File: src/rtl/muldiv_seq.sv
// muldiv_seq: iterative RV32M multiply/divide, one bit per cycle, stalling the phase clocks while busy.
// Shift-add multiply and restoring divide share the operand registers; signs are fixed up afterwards.
module muldiv_seq #(
    parameter int XLEN  = 32,
    parameter int CNT_W = 6
) (
    input  logic            clk_100M,
    input  logic            rst_n,
    input  logic            start,
    input  logic            flush,
    input  logic [2:0]      funct3,
    input  logic [XLEN-1:0] op_a,
    input  logic [XLEN-1:0] op_b,
    output logic            alu_complete,
    output logic            busy,
    output logic [XLEN-1:0] result,
    output logic            result_valid
);
    typedef enum logic [2:0] {S_IDLE, S_PREP, S_CALC, S_FIX, S_DONE} state_t;
    state_t r_state, w_next;
    logic [2:0]        r_f;
    logic [XLEN-1:0]   r_a, r_b, r_q, r_rem, r_sres;
    logic [2*XLEN-1:0] r_acc, r_mc;
    logic              r_na, r_nb, r_spec;
    logic [CNT_W-1:0]  r_cnt;
    logic              w_div, w_sa, w_sb, w_na, w_nb, w_dz, w_ovf, w_ge;
    logic              w_busy_d, w_ac_d, w_valid_d;
    logic [XLEN-1:0]   w_ma, w_mb, w_sres, w_quo, w_rm, w_final;
    logic [XLEN:0]     w_sh, w_sub;
    logic [2*XLEN-1:0] w_prod;
    always_comb begin
        w_div  = r_f[2];
        w_sa   = w_div ? ~r_f[0] : (r_f[1:0] == 2'b01 || r_f[1:0] == 2'b10);
        w_sb   = w_div ? ~r_f[0] : (r_f[1:0] == 2'b01);
        w_na   = w_sa & r_a[XLEN-1];
        w_nb   = w_sb & r_b[XLEN-1];
        w_ma   = w_na ? -r_a : r_a;
        w_mb   = w_nb ? -r_b : r_b;
        w_dz   = w_div && r_b == '0;
        w_ovf  = w_div && ~r_f[0] && r_a == {1'b1, {(XLEN-1){1'b0}}} && r_b == '1;
        w_sres = w_dz ? (r_f[1] ? r_a : '1) : (r_f[1] ? '0 : r_a);
        w_sh   = {r_rem, r_q[XLEN-1]};
        w_sub  = w_sh - {1'b0, r_mc[XLEN-1:0]};
        w_ge   = ~w_sub[XLEN];
        w_prod = (r_na ^ r_nb) ? -r_acc : r_acc;
        w_quo  = (r_na ^ r_nb) ? -r_q : r_q;
        w_rm   = r_na ? -r_rem : r_rem;
        w_final = r_spec ? r_sres :
                  !r_f[2] ? ((r_f[1:0] == 2'b00) ? w_prod[XLEN-1:0] : w_prod[2*XLEN-1:XLEN]) :
                  (r_f[1] ? w_rm : w_quo);
    end
    always_ff @(posedge clk_100M or negedge rst_n)
        if (!rst_n) r_state <= S_IDLE;
        else        r_state <= w_next;
    // Special cases pass through FIX without iterating, so their result lands two cycles after start.
    always_comb begin
        w_next = r_state;
        case (r_state)
            S_IDLE: w_next = start ? S_PREP : S_IDLE;
            S_PREP: w_next = (w_dz || w_ovf) ? S_FIX : S_CALC;
            S_CALC: w_next = (r_cnt == CNT_W'(XLEN-1)) ? S_FIX : S_CALC;
            S_FIX:  w_next = S_DONE;
            default: w_next = S_IDLE;
        endcase
        if (flush) w_next = S_IDLE;
    end
    always_comb begin
        w_busy_d  = w_next == S_PREP || w_next == S_CALC || w_next == S_FIX;
        w_ac_d    = ~w_busy_d;
        w_valid_d = w_next == S_DONE;
    end
    always_ff @(posedge clk_100M or negedge rst_n) begin
        if (!rst_n) begin
            alu_complete <= 1'b1;
            busy         <= 1'b0;
            result_valid <= 1'b0;
            result       <= '0;
            r_f          <= '0;
            r_a          <= '0;
            r_b          <= '0;
            r_q          <= '0;
            r_rem        <= '0;
            r_sres       <= '0;
            r_acc        <= '0;
            r_mc         <= '0;
            r_na         <= 1'b0;
            r_nb         <= 1'b0;
            r_spec       <= 1'b0;
            r_cnt        <= '0;
        end else begin
            alu_complete <= w_ac_d;
            busy         <= w_busy_d;
            result_valid <= w_valid_d;
            if (r_state == S_FIX && w_next == S_DONE) result <= w_final;
            if (r_state == S_IDLE) begin
                r_f <= funct3;
                r_a <= op_a;
                r_b <= op_b;
            end
            if (r_state == S_PREP) begin
                r_na   <= w_na;
                r_nb   <= w_nb;
                r_spec <= w_dz | w_ovf;
                r_sres <= w_sres;
                r_cnt  <= '0;
                r_acc  <= '0;
                r_rem  <= '0;
                r_q    <= w_div ? w_ma : w_mb;
                r_mc   <= {{XLEN{1'b0}}, w_div ? w_mb : w_ma};
            end
            if (r_state == S_CALC) begin
                r_cnt <= r_cnt + 1'b1;
                if (!r_f[2]) begin
                    r_acc <= r_q[0] ? r_acc + r_mc : r_acc;
                    r_mc  <= r_mc << 1;
                    r_q   <= r_q >> 1;
                end else begin
                    r_rem <= w_ge ? w_sub[XLEN-1:0] : w_sh[XLEN-1:0];
                    r_q   <= {r_q[XLEN-2:0], w_ge};
                end
            end
        end
    end
endmodule

File: config.mk
export PLATFORM = sky130hd
export DESIGN_NAME = muldiv_seq
export DESIGN_NICKNAME = d
export VERILOG_FILES = /design/src/rtl/muldiv_seq.sv
export SDC_FILE = /design/constraint.sdc
export NUM_CORES = 1
export LEC_CHECK = 0
export BUFFER_PORTS_ARGS = -buffer_cell sky130_fd_sc_hd__buf_2
export CAP_MARGIN = 15
export CORE_UTILIZATION = 60
export DETAILED_ROUTE_END_ITERATION = 16
export PLACE_DENSITY_LB_ADDON = 0.08
export RECOVER_POWER = 100
export SLEW_MARGIN = 20
export SYNTH_ARGS = -nofsm -noshare
export SYNTH_HDL_FRONTEND = slang
export SYNTH_SLANG_ARGS = --single-unit
File: constraint.sdc
create_clock -name clk_100M -period 8.2 [get_ports clk_100M]
set_clock_uncertainty 0.1 [all_clocks]
set_input_delay 0 -clock clk_100M [delete_from_list [all_inputs] [get_ports clk_100M]]
set_output_delay 0 -clock clk_100M [all_outputs]
set_load 0.05 [all_outputs]
==> metrics.yaml <==
status: "finished, violations left"
violations: "DRC, capacitance limit, slew limit"
path_max_fanout: 58
synth-seq-area-share_pct: 33.7
synth_fp_nets: 3268
drive_gt1_share_pct: 7.70
crit_type: "flop to flop"
p_clk_share_pct: 19.7
final_common_cell: "nand2_1"
syn_inst: 3091
synth_cell_types: 81
die_h_um: 207
swShare_pct: 48.8
max_clock_freq_mhz: 170
core_area_um2: 41000
hp-class: "primary input to asynchronous set/reset pin"
wl_per_cell_um: 23.5
crit_required_ns: 8.47
antenna_left: 0
fin_nets: 3301
fin_crit_ns: 5.90
clk-insertion-delay-late_ns: 0.60
cts.sinks: 338
drc_errors: 3
power_uw: 9170
place_ws_ns: 3.95
hpwl_um: 61300
cp-end-kind: "flop"
power.density_nw_per_um2: 332
grt_pass1_vias: 22400
clockBufferDepth: 3
r2r_cells: 6
fillCellCount: 3443
critPathArrivalTime_ns: 6.17
p_sw_uw: 4470
grt_first_pass_wirelength_um: 132000
finalHoldViolCount: 0
dp_cells: 3544
grt_overflow: 0
htreeDepth: 2
via_count: 24700
ys_ff_latch: 338
root_buffer: "clkbuf_16"
firstDrtPassIters: 12
first_iter_violations: 3070
dieWidth_um: 207
finalWorstSetupSlack_ns: 2.30
start_kind: "flop"
setup_viol: 0
antenna_cells: 0
postRouteWirelength_um: 86600
dieArea_um2: 42700
finalCritPeriodShare_pct: 71.9
async_reset_ff_share_pct: 100
pin_count: 106
syn_area_um2: 25100
initial_core_util_pct: 61.2
synth_edf_count: 0
ys_warn_count: 0
maxCapViolations: 11
path_clk_slew_ns: 0.06
viasPerCell: 6.69
finalSetupTns_ns: 0
peakVddDrop_v: 0.000196
portBuffers: 105
cts_inserted_buffers: 40
post-cts-setup-buffers: 0
relSlewSlack_pct: -218
rsz0062_at_grt: "false"
layout_common_cells: "382 x nand2_1, 365 x o21ai_0, 336 x dfrtp_1, 224 x a21oi_1, 195 x nor2_1"
p_leak_uw: 0.0120
grt_max_degree: 138
avgSynthCellArea_um2: 8.12
internal-power_uw: 4690
ys.flop_type: "dfrtp_1"
fp-row-count: 74
grt_antenna_before_repair: 3
slew_violations: 715
finalNonFillerCells: 3688
seqPwrFrac_pct: 29.6
place_congestion: 0.995
track_usage_pct: 40.6
tightest_slew_ns: 4.78
comb_power_share_pct: 50.7
cts_tree: "built"
area_delta_synth_final_pct: 10.1
## power by group through the flow
stage	combinational (µW)	clock, µW	sequential (µW)
floorplan	3180	0	2610
global placement	4430	0	2670
detailed placement	4500	0	2690
CTS	4560	1820	2660
global route	5000	1880	2730
finish	4650	1810	2710
## metrics by stage
stage          instance area (µm²)  utilization (%)  hold WS [ns]
2_1_floorplan                25100                -        -0.396
3_3_place_gp                 25800             62.9        0.0716
3_5_place_dp                 25800             62.9        0.0805
4_1_cts                      27800             67.8       0.00970
5_1_grt                      27600             67.4        0.0353
6_report                     27600             67.4        0.0226
## Yosys cell counts (23+ instances only)
cell type	number	share of area, %
nand3_1	159	3.2
xnor2_1	143	5.0
nor3_1	44	0.88
o31ai_1	47	1.4
nor2_1	198	3.0
clkbuf_1	186	2.8
o311ai_0	23	0.80
o211ai_1	35	1.0
mux2_2	56	2.5
a211oi_1	51	1.5
nand4_1	31	0.77
inv_1	84	1.3
nand2_1	384	5.7
a21o_1	70	2.1
ha_1	104	5.2
dfrtp_1	337	34
mux2i_1	36	1.4
a21oi_1	224	4.5
o21ai_0	347	6.9
xor2_1	119	4.2
o21ai_1	24	0.48
a31oi_1	33	0.82
a22oi_1	36	1.1
or3_1	31	0.77
## metal layers
layer / routed length (µm) / up-vias / global-route usage [%]
met5: 0 / - / 0
met3: 9350 / 195 / 8.59
met4: 3800 / 0 / 17.1
met1: 37100 / 11800 / 59.7
li1: - / 11300 / -
met2: 36300 / 1369 / 57.3
## path summary, 6_finish.rpt
check	start	endpoint	slack, ns
max	r_state[0]	r_q[3]	2.30
min	rst_n	r_mc[33]	0.02
max reg2reg	r_state[0]	r_q[3]	2.30
min reg2reg	result[4]	result[4]	0.38
max in group asynchronous	rst_n	r_mc[31]	2.83
min in group clk_100M	flush	r_state[1]	0.04
## registers in the layout, summed over array words and instances, names as in the netlist, 6 cells and up
register,flops
r_acc,64
r_mc,64
r_a,32
r_b,32
r_q,32
r_rem,32
r_sres,32
result,32
r_cnt,6
## area by class of cell
cell class / instances / area (µm²) / area share [%]
timing repair buffer: 204 / 1370 / 4.97
inverter: 86 / 323 / 1.17
sequential: 338 / 8460 / 30.6
clock buffer: 56 / 1130 / 4.10
tap: 532 / 666 / 2.41
multi-input combinational: 2454 / 15500 / 56.1
clock inverter: 18 / 164 / 0.593
## critical path: stages (launching register included)
cell and delay, ns:
dfrtp_1 0.43, or3b_1 1.36, clkbuf_1 2.29, buf_4 0.85
a211oi_1 0.13, a211oi_1 0.28, a21oi_1 0.07
## timing repair
item	in CTS	in global routing
endpoints found under the hold margin	188	0
resized for setup	0	0
hold buffers	70	0
## logic make-up after synthesis
group / share of synthesized area [%]
buffers and inverters: 4.59
XOR/XNOR: 9.14
multiplexers: 3.95
AO/OA/AOI/OAI: 24.8
adder cells (fa/ha/maj): 5.34
AND/OR/NAND/NOR: 18.5
flip-flops: 33.7
(Power assumes the default switching activity.)
